## src/rtl/muldiv_unit_pkg.sv

```systemverilog
// cpu_pkg: shared opcodes, state encoding and widths for the multiply/divide unit.
package cpu_pkg;
    localparam int DATA_W = 32;
    localparam int CNT_W = $clog2(DATA_W);
    localparam logic [2:0] OP_NONE  = 3'd0;
    localparam logic [2:0] OP_MULT  = 3'd1;
    localparam logic [2:0] OP_MULTU = 3'd2;
    localparam logic [2:0] OP_DIV   = 3'd3;
    localparam logic [2:0] OP_DIVU  = 3'd4;
    localparam logic [2:0] OP_MTHI  = 3'd5;
    localparam logic [2:0] OP_MTLO  = 3'd6;
    localparam logic [1:0] S_IDLE = 2'd0;
    localparam logic [1:0] S_RUN  = 2'd1;
    localparam logic [1:0] S_FIX  = 2'd2;
    localparam logic [1:0] S_DONE = 2'd3;
    typedef enum logic [1:0] {
        IDLE = S_IDLE,
        RUN  = S_RUN,
        FIX  = S_FIX,
        DONE = S_DONE
    } md_state_t;
    function automatic logic is_md_op(input logic [2:0] op);
        return op == OP_MULT || op == OP_MULTU || op == OP_DIV || op == OP_DIVU;
    endfunction
    function automatic logic [DATA_W-1:0] cond_neg(input logic n, input logic [DATA_W-1:0] v);
        return n ? -v : v;
    endfunction
endpackage

```

## src/rtl/muldiv_unit_if.sv

```systemverilog
// muldiv_unit_if: execute-stage request and HI/LO/stall response bundle.
interface muldiv_unit_if
    import cpu_pkg::*;
();
    logic              startE;
    logic [2:0]        opE;
    logic [DATA_W-1:0] srcaE;
    logic [DATA_W-1:0] srcbE;
    logic              cancelE;
    logic              stall_mdE;
    logic              busy;
    logic [DATA_W-1:0] hi;
    logic [DATA_W-1:0] lo;
    modport master (
        output startE, opE, srcaE, srcbE, cancelE,
        input  stall_mdE, busy, hi, lo
    );
    modport slave (
        input  startE, opE, srcaE, srcbE, cancelE,
        output stall_mdE, busy, hi, lo
    );
endinterface

```

## src/rtl/muldiv_unit_iter.sv

```systemverilog
// muldiv_iter: one radix-2 step, shift-add multiply or restoring shift-subtract divide.
module muldiv_iter
    import cpu_pkg::*;
(
    input  logic [2*DATA_W-1:0] acc,
    input  logic [DATA_W-1:0]   opnd,
    input  logic                div,
    output logic [2*DATA_W-1:0] nxt
);
    logic [DATA_W:0]   sum;
    logic [DATA_W:0]   sr;
    logic              ge;
    logic [DATA_W-1:0] rem;
    always_comb begin
        sum = {1'b0, acc[2*DATA_W-1:DATA_W]} + {1'b0, acc[0] ? opnd : {DATA_W{1'b0}}};
        // Remainder stays below the divisor, so only the shifted value needs the 33rd bit.
        sr  = acc[2*DATA_W-1:DATA_W-1];
        ge  = sr >= {1'b0, opnd};
        rem = sr[DATA_W-1:0] - opnd;
        nxt = div ? (ge ? {rem, acc[DATA_W-2:0], 1'b1} : {acc[2*DATA_W-2:0], 1'b0})
                  : {sum, acc[DATA_W-1:1]};
    end
endmodule

```

## src/rtl/muldiv_unit.sv

```systemverilog
// muldiv_unit: iterative MULT/MULTU/DIV/DIVU with HI/LO ownership and pipeline stall request.
module muldiv_unit
    import cpu_pkg::*;
(
    input logic         clk,
    input logic         rst,
    muldiv_unit_if.slave md
);
    md_state_t           state, state_n;
    logic [2*DATA_W-1:0] acc, acc_n, prod;
    logic [DATA_W-1:0]   opnd, a_raw, hi_n, lo_n;
    logic [CNT_W-1:0]    count;
    logic                div_q, neg_q, neg_r, div0, go, sgn, is_div, last, mt_ok;

    assign sgn    = md.opE == OP_MULT || md.opE == OP_DIV;
    assign is_div = md.opE == OP_DIV || md.opE == OP_DIVU;
    assign mt_ok  = state == IDLE && md.startE && !md.cancelE;
    assign go     = mt_ok && is_md_op(md.opE);
    assign last   = count == CNT_W'(DATA_W - 1);
    assign md.busy      = state == RUN || state == FIX;
    assign md.stall_mdE = go || md.busy;

    muldiv_iter u_iter (
        .acc  (acc),
        .opnd (opnd),
        .div  (div_q),
        .nxt  (acc_n)
    );

    always_ff @(posedge clk) begin
        if (rst) state <= IDLE;
        else     state <= state_n;
    end

    always_comb begin
        state_n = state;
        case (state)
            IDLE:    state_n = go ? RUN : IDLE;
            RUN:     state_n = md.cancelE ? IDLE : (last ? FIX : RUN);
            FIX:     state_n = md.cancelE ? IDLE : DONE;
            default: state_n = IDLE;
        endcase
    end

    // Divide by zero bypasses sign fixup: LO all ones, HI the untouched dividend.
    always_comb begin
        prod = neg_q ? -acc : acc;
        hi_n = div0 ? a_raw : (div_q ? cond_neg(neg_r, acc[2*DATA_W-1:DATA_W]) : prod[2*DATA_W-1:DATA_W]);
        lo_n = div0 ? {DATA_W{1'b1}} : (div_q ? cond_neg(neg_q, acc[DATA_W-1:0]) : prod[DATA_W-1:0]);
    end

    always_ff @(posedge clk) begin
        if (rst) begin
            acc   <= '0;
            opnd  <= '0;
            a_raw <= '0;
            count <= '0;
            div_q <= 1'b0;
            neg_q <= 1'b0;
            neg_r <= 1'b0;
            div0  <= 1'b0;
            md.hi <= '0;
            md.lo <= '0;
        end else begin
            if (go) begin
                acc   <= {{DATA_W{1'b0}}, cond_neg(sgn & md.srcaE[DATA_W-1], md.srcaE)};
                opnd  <= cond_neg(sgn & md.srcbE[DATA_W-1], md.srcbE);
                a_raw <= md.srcaE;
                count <= '0;
                div_q <= is_div;
                neg_q <= sgn & (md.srcaE[DATA_W-1] ^ md.srcbE[DATA_W-1]);
                neg_r <= sgn & md.srcaE[DATA_W-1];
                div0  <= is_div && md.srcbE == '0;
            end
            if (state == RUN) begin
                acc   <= acc_n;
                count <= count + 1'b1;
            end
            if (state == FIX && !md.cancelE) begin
                md.hi <= hi_n;
                md.lo <= lo_n;
            end else if (mt_ok && md.opE == OP_MTHI) begin
                md.hi <= md.srcaE;
            end else if (mt_ok && md.opE == OP_MTLO) begin
                md.lo <= md.srcaE;
            end
        end
    end
endmodule

```

## src/flat_wrapper.sv

```systemverilog
// flat-port wrapper written by rule: the top's interface ports become plain ports
module muldiv_unit_flat import cpu_pkg::*;
  (clk, rst, md_startE, md_opE, md_srcaE, md_srcbE, md_cancelE, md_stall_mdE, md_busy, md_hi, md_lo);
  muldiv_unit_if md_i ();
  input logic clk;
  input logic rst;
  input wire logic [$bits(md_i.startE)-1:0] md_startE;
  input wire logic [$bits(md_i.opE)-1:0] md_opE;
  input wire logic [$bits(md_i.srcaE)-1:0] md_srcaE;
  input wire logic [$bits(md_i.srcbE)-1:0] md_srcbE;
  input wire logic [$bits(md_i.cancelE)-1:0] md_cancelE;
  output wire logic [$bits(md_i.stall_mdE)-1:0] md_stall_mdE;
  output wire logic [$bits(md_i.busy)-1:0] md_busy;
  output wire logic [$bits(md_i.hi)-1:0] md_hi;
  output wire logic [$bits(md_i.lo)-1:0] md_lo;
  assign md_i.startE = md_startE;
  assign md_i.opE = md_opE;
  assign md_i.srcaE = md_srcaE;
  assign md_i.srcbE = md_srcbE;
  assign md_i.cancelE = md_cancelE;
  assign md_stall_mdE = md_i.stall_mdE;
  assign md_busy = md_i.busy;
  assign md_hi = md_i.hi;
  assign md_lo = md_i.lo;
  muldiv_unit u_core (.clk(clk), .rst(rst), .md(md_i));
endmodule
```

## config.mk

```make
export PLATFORM = sky130hd
export DESIGN_NAME = muldiv_unit_flat
export DESIGN_NICKNAME = d
export VERILOG_FILES = /design/src/rtl/muldiv_unit_pkg.sv /design/src/rtl/muldiv_unit_if.sv /design/src/rtl/muldiv_unit_iter.sv /design/src/rtl/muldiv_unit.sv /design/src/flat_wrapper.sv
export SDC_FILE = /design/constraint.sdc
export NUM_CORES = 1
export LEC_CHECK = 0
export ABC_AREA = 1
export BUFFER_PORTS_ARGS = -buffer_cell sky130_fd_sc_hd__buf_4
export CORE_ASPECT_RATIO = 0.5
export CORE_MARGIN = 2
export CORE_UTILIZATION = 52
export CTS_CLUSTER_SIZE = 40
export DETAILED_ROUTE_END_ITERATION = 6
export PLACE_DENSITY = 0.67
export SLEW_MARGIN = 20
export SYNTH_ARGS = -nofsm -noshare
export SYNTH_HDL_FRONTEND = slang
export SYNTH_SLANG_ARGS = --single-unit
```

## constraint.sdc

```tcl
create_clock -name clk -period 3.55 [get_ports clk]
set_input_delay 0.1775 -clock clk [delete_from_list [all_inputs] [get_ports clk]]
set_output_delay 0.1775 -clock clk [all_outputs]
set_load 0.01 [all_outputs]
```

==> results.md <==
• part of the total power dissipated in combinational logic: 0.289
• Async S/R FF share, synth: 0
• fraction of post-synthesis cell area in the top cell type by area: 0.2170
• total standard cell area after synthesis: 18,730 sq um
• Num Clock Sinks: 203
• FF-to-FF End: u_core.acc[63]
• combined area of the multi-input logic cells: 12,200 sq um
• Final Util: 0.5966
• worst-skew pair later-pin latency: 550 ps
• aggregate global routing overflow: 0
• buffers from clock root to sink, at most: 3
• clock root buffer master: clkbuf_16
• pin count of the biggest net entering global routing: 87
• 1st-pass router iterations: 7
• via count of the first global-routing pass: 20,420
• Largest stage delay, worst path: 400 ps
• Die Height: 138.2 um
• Die ar.: 37,640 sq um
• count of buffers from port buffering: 136
• delay-heaviest family, CP: simple AND/OR/NAND/NOR gates
• net switching power: 2.567 mW
• standard-cell row count: 49
• number of vias after detailed routing: 22,940
• final setup skew: 25.83 ps
• Worst slew margin: 0.2347
• most area-consuming cells after synthesis: dfxtp_1 22%, nand2_1 20%, inv_1 9.9%
• Detailed Route WL: 76.73 mm
• sequential cell area in the final layout: 4069 sq um
• count of final max-slew check failures: 0
• number of antenna violations at the first check in global routing: 2
• first-pass GRT wire length: 116.8 mm
• floorplan core area: 35,680 sq um
• kind of critical path: flip-flop to flip-flop
• Final setup violation count: 0
• Initial Util: 0.5249
• leading register cell type out of synthesis: dfxtp_1
• area overhead of the layout relative to synthesis: 13.66%
• clock network fraction of total power: 0.351
• r2r setup slk: 540 ps
• Horiz. Die Dim: 272.4 um
• post_cts resized: 0
• portion of the post-synthesis area used by sequential elements: 0.2170
• portion of the clock cycle consumed by the worst path in the final layout: 0.8468
• Internal Pwr Total: 4.325 mW
• actual transition at the worst max-transition pin: 1148 ps
• number of synthesized register bits: 203
• number of antenna-violating nets in the routed design: 0
• Synthesized Nets: 3,558
• violated checks: DRC
• wire length per cell: 19.10 um
• number of buffers added by the clock tree synthesis step: 22
• crit path max fanout: 33
• total count of hold-check failures in the final report: 0
• violation count after the first detailed-routing iteration: 2,951
• mean instance size in the synthesized netlist: 5.491 sq um
• count of different cell masters after synthesis: 43
• reg-to-reg startpoint: u_core.acc[0]
• clock input transition at the sequential cells of the worst setup and hold paths: 70 ps
• outcome: complete, but fails checks
• sequential cell fraction of total power: 0.360
• peak supply drop: 0.4334 mV
• number of warnings issued by yosys: 0
• H-tree Lvls: 1
• critical path data arrival time: 3460 ps
• instance count of the mapped netlist: 3,411
• Hold WC Path Type: primary input to flip-flop
• slowest CP cell: buf_4
• depth of the worst register-to-register path: 19
• number of fill cells: 3,789
• Worst Path Required: 4000 ps
• Final Wtd Congestion: 1.078
• clock tree from TritonCTS: done
• post-route minimum period: 3006 ps
• via count normalized by instance count: 5.711
• combined global-route utilization of all metal layers: 0.3952
• Total Nets Final: 3,666
• RSZ-0062 raised after global routing: no
• worst-path cell chain: buf_4 -> nand2_1 -> inv_1 -> ha_1 -> inv_1 -> fa_1 -> inv_1 -> nand3_1 -> nand3_1 -> nand2_1 -> nand2_1 -> nand2_1 -> nand3_1 -> nand2_1 -> inv_1 -> o21ai_0 -> inv_1 -> nand2_1 -> a21oi_1
• capturing element of the worst setup path: u_core.acc[63]
• startpoint types: flip-flop
• origin of the worst setup path: u_core.acc[0]
• antenna diode instance count: 0
• buffering stage count on the worst path with inverters included: 6
• number of enable flip-flop cells after synthesis: 0
• power density over cell area: 323.8 nW/um^2
• total I/O pin count: 137
• Power, Total: 6.892 mW
• final sum of negative setup slack: 0 ps
• max_cap viols: 0
• critical path depth: 19
• Critical Path Sink Type: flip-flop
• Net Sw Frac: 0.3725
• layout cell share with drive strength beyond 1: 0.07614
• DP HPWL: 58.45 mm
• total leakage power: 11.29 nW
• crit-path most repeated cell: nand2_1
• Achievable Freq: 332.7 MHz
• number of remaining DRC errors: 18
• cell type contributing the most total cell area after synthesis: dfxtp_1
## synthesized netlist by cell type (4+ instances only)
| cell | count |
|---|---|
| ha_1 | 74 |
| o21ai_1 | 29 |
| nor2_2 | 7 |
| and2_1 | 9 |
| a21oi_1 | 275 |
| inv_2 | 19 |
| or2_2 | 4 |
| a31oi_1 | 46 |
| nand2_1 | 1006 |
| o21ai_0 | 254 |
| o31ai_1 | 8 |
| nor2_1 | 394 |
| inv_1 | 494 |
| dfxtp_1 | 203 |
| nand4_1 | 30 |
| nor3_2 | 4 |
| nand3_1 | 261 |
| xor2_1 | 46 |
| buf_1 | 18 |
| clkbuf_1 | 93 |
| xnor2_1 | 9 |
| o211ai_1 | 15 |
| nand2_2 | 4 |
| buf_2 | 24 |
| nor4_1 | 7 |
| nor3_1 | 41 |
| nor2_4 | 4 |
| nand3b_1 | 5 |
## cells by family after synthesis
group           after synthesis  share of synthesized area
xor+xnor                     55                    0.02572
simple gates               1782                     0.3915
compound gates              644                     0.1810
flops                       203                     0.2170
buf+inv                     651                     0.1333
fa+ha+maj                    76                    0.05157
## routing by layer
metal / track usage / vias up / part of all wire / wire [um]
li1: - / 11110 / - / -
met1: 0.5391 / 10390 / 0.42 / 32230
met2: 0.6158 / 1207 / 0.43 / 32670
met3: 0.05697 / 230 / 0.098 / 7532
met4: 0.1871 / 2 / 0.056 / 4280
met5: 0 / - / 0.00017 / 13
## area by class of cell
type	instances	share of cell area
inverters	513	0.09046
well taps	484	0.02845
multi-input cells	2557	0.5729
flip-flops and latches	203	0.1911
clock inverters	8	0.005290
clock buffers	30	0.02821
repair buffers	222	0.08358
## flip-flops by register name (all words and copies together) (netlist names)
| name | count |
|---|---|
| u_core.acc | 64 |
| u_core.a_raw | 32 |
| u_core.md.hi | 32 |
| u_core.md.lo | 32 |
| u_core.opnd | 32 |
| u_core.count | 5 |
| u_core.state | 2 |
| u_core.div0 | 1 |
| u_core.div_q | 1 |
| u_core.neg_q | 1 |
| u_core.neg_r | 1 |
## worst register-to-register path: cells and delay by family, from the launching register on
family | cells | cell delay [ps]
compound gates | 2 | 170
fa+ha+maj | 2 | 630
buf+inv | 6 | 830
flops | 1 | 360
simple gates | 9 | 940
## repair_timing
item                                    4_1_cts  5_1_grt
endpoints found under the setup margin        0        0
endpoints found under the hold margin        45        0
hold buffers                                 40        0
buffers inserted                              0        0
## worst min path at each step
stage                            start          endpoint  slack, ps  cells past startpoint
after floorplan             md_cancelE   u_core.state[1]        260                      1
after global placement      md_cancelE   u_core.state[1]        390                      2
after detailed placement    md_cancelE   u_core.state[1]        400                      2
after CTS                 md_srcbE[13]   u_core.opnd[13]        0.9                      5
after global routing      md_srcaE[22]  u_core.a_raw[22]         30                      3
final                     md_srcaE[22]    u_core.acc[22]          9                      4
## through the flow
stage,cells,hold WS (ps),setup slack [ps],area [sq um]
floorplan,3411,256.2,1063,18730
global placement,3939,394.0,665.2,20170
detailed placement,3939,399.8,615.3,20170
CTS,4017,0.8842,595.8,21290
global route,4017,26.38,240.6,21290
finish,4017,9.178,543.9,21290
## placed cells by master, fill, tap and decap left out, drive strengths merged, types with 3 or more instances in the layout
master       Yosys  routed
nand4           30      30
o221ai           3       3
dlygate4sd3      0      40
xnor2            9       9
a31oi           46      46
o211ai          15      15
and2             9       9
clkbuf          93      30
inv            513     515
o21ai          284     284
a21oi          277     277
ha              74      74
or2              5       5
o31ai            8       8
nor3            45      45
nand3          263     263
clkinv           0       4
nand3b           5       5
nand2         1012    1012
nor4             8       8
xor2            46      46
o21bai           3       3
dfxtp          203     203
buf             45     182
nor2           405     405
## power groups by stage
stage | Sequential (mW) | Clock, mW | Combinational [mW]
detailed placement | 2.52 | 0 | 1.89
global route | 2.48 | 2.52 | 2.18
floorplan | 2.49 | 0 | 1.28
CTS | 2.47 | 2.42 | 1.94
global placement | 2.52 | 0 | 1.88
finish | 2.48 | 2.42 | 1.99
No activity file was read; power rests on OpenSTA's default activity.
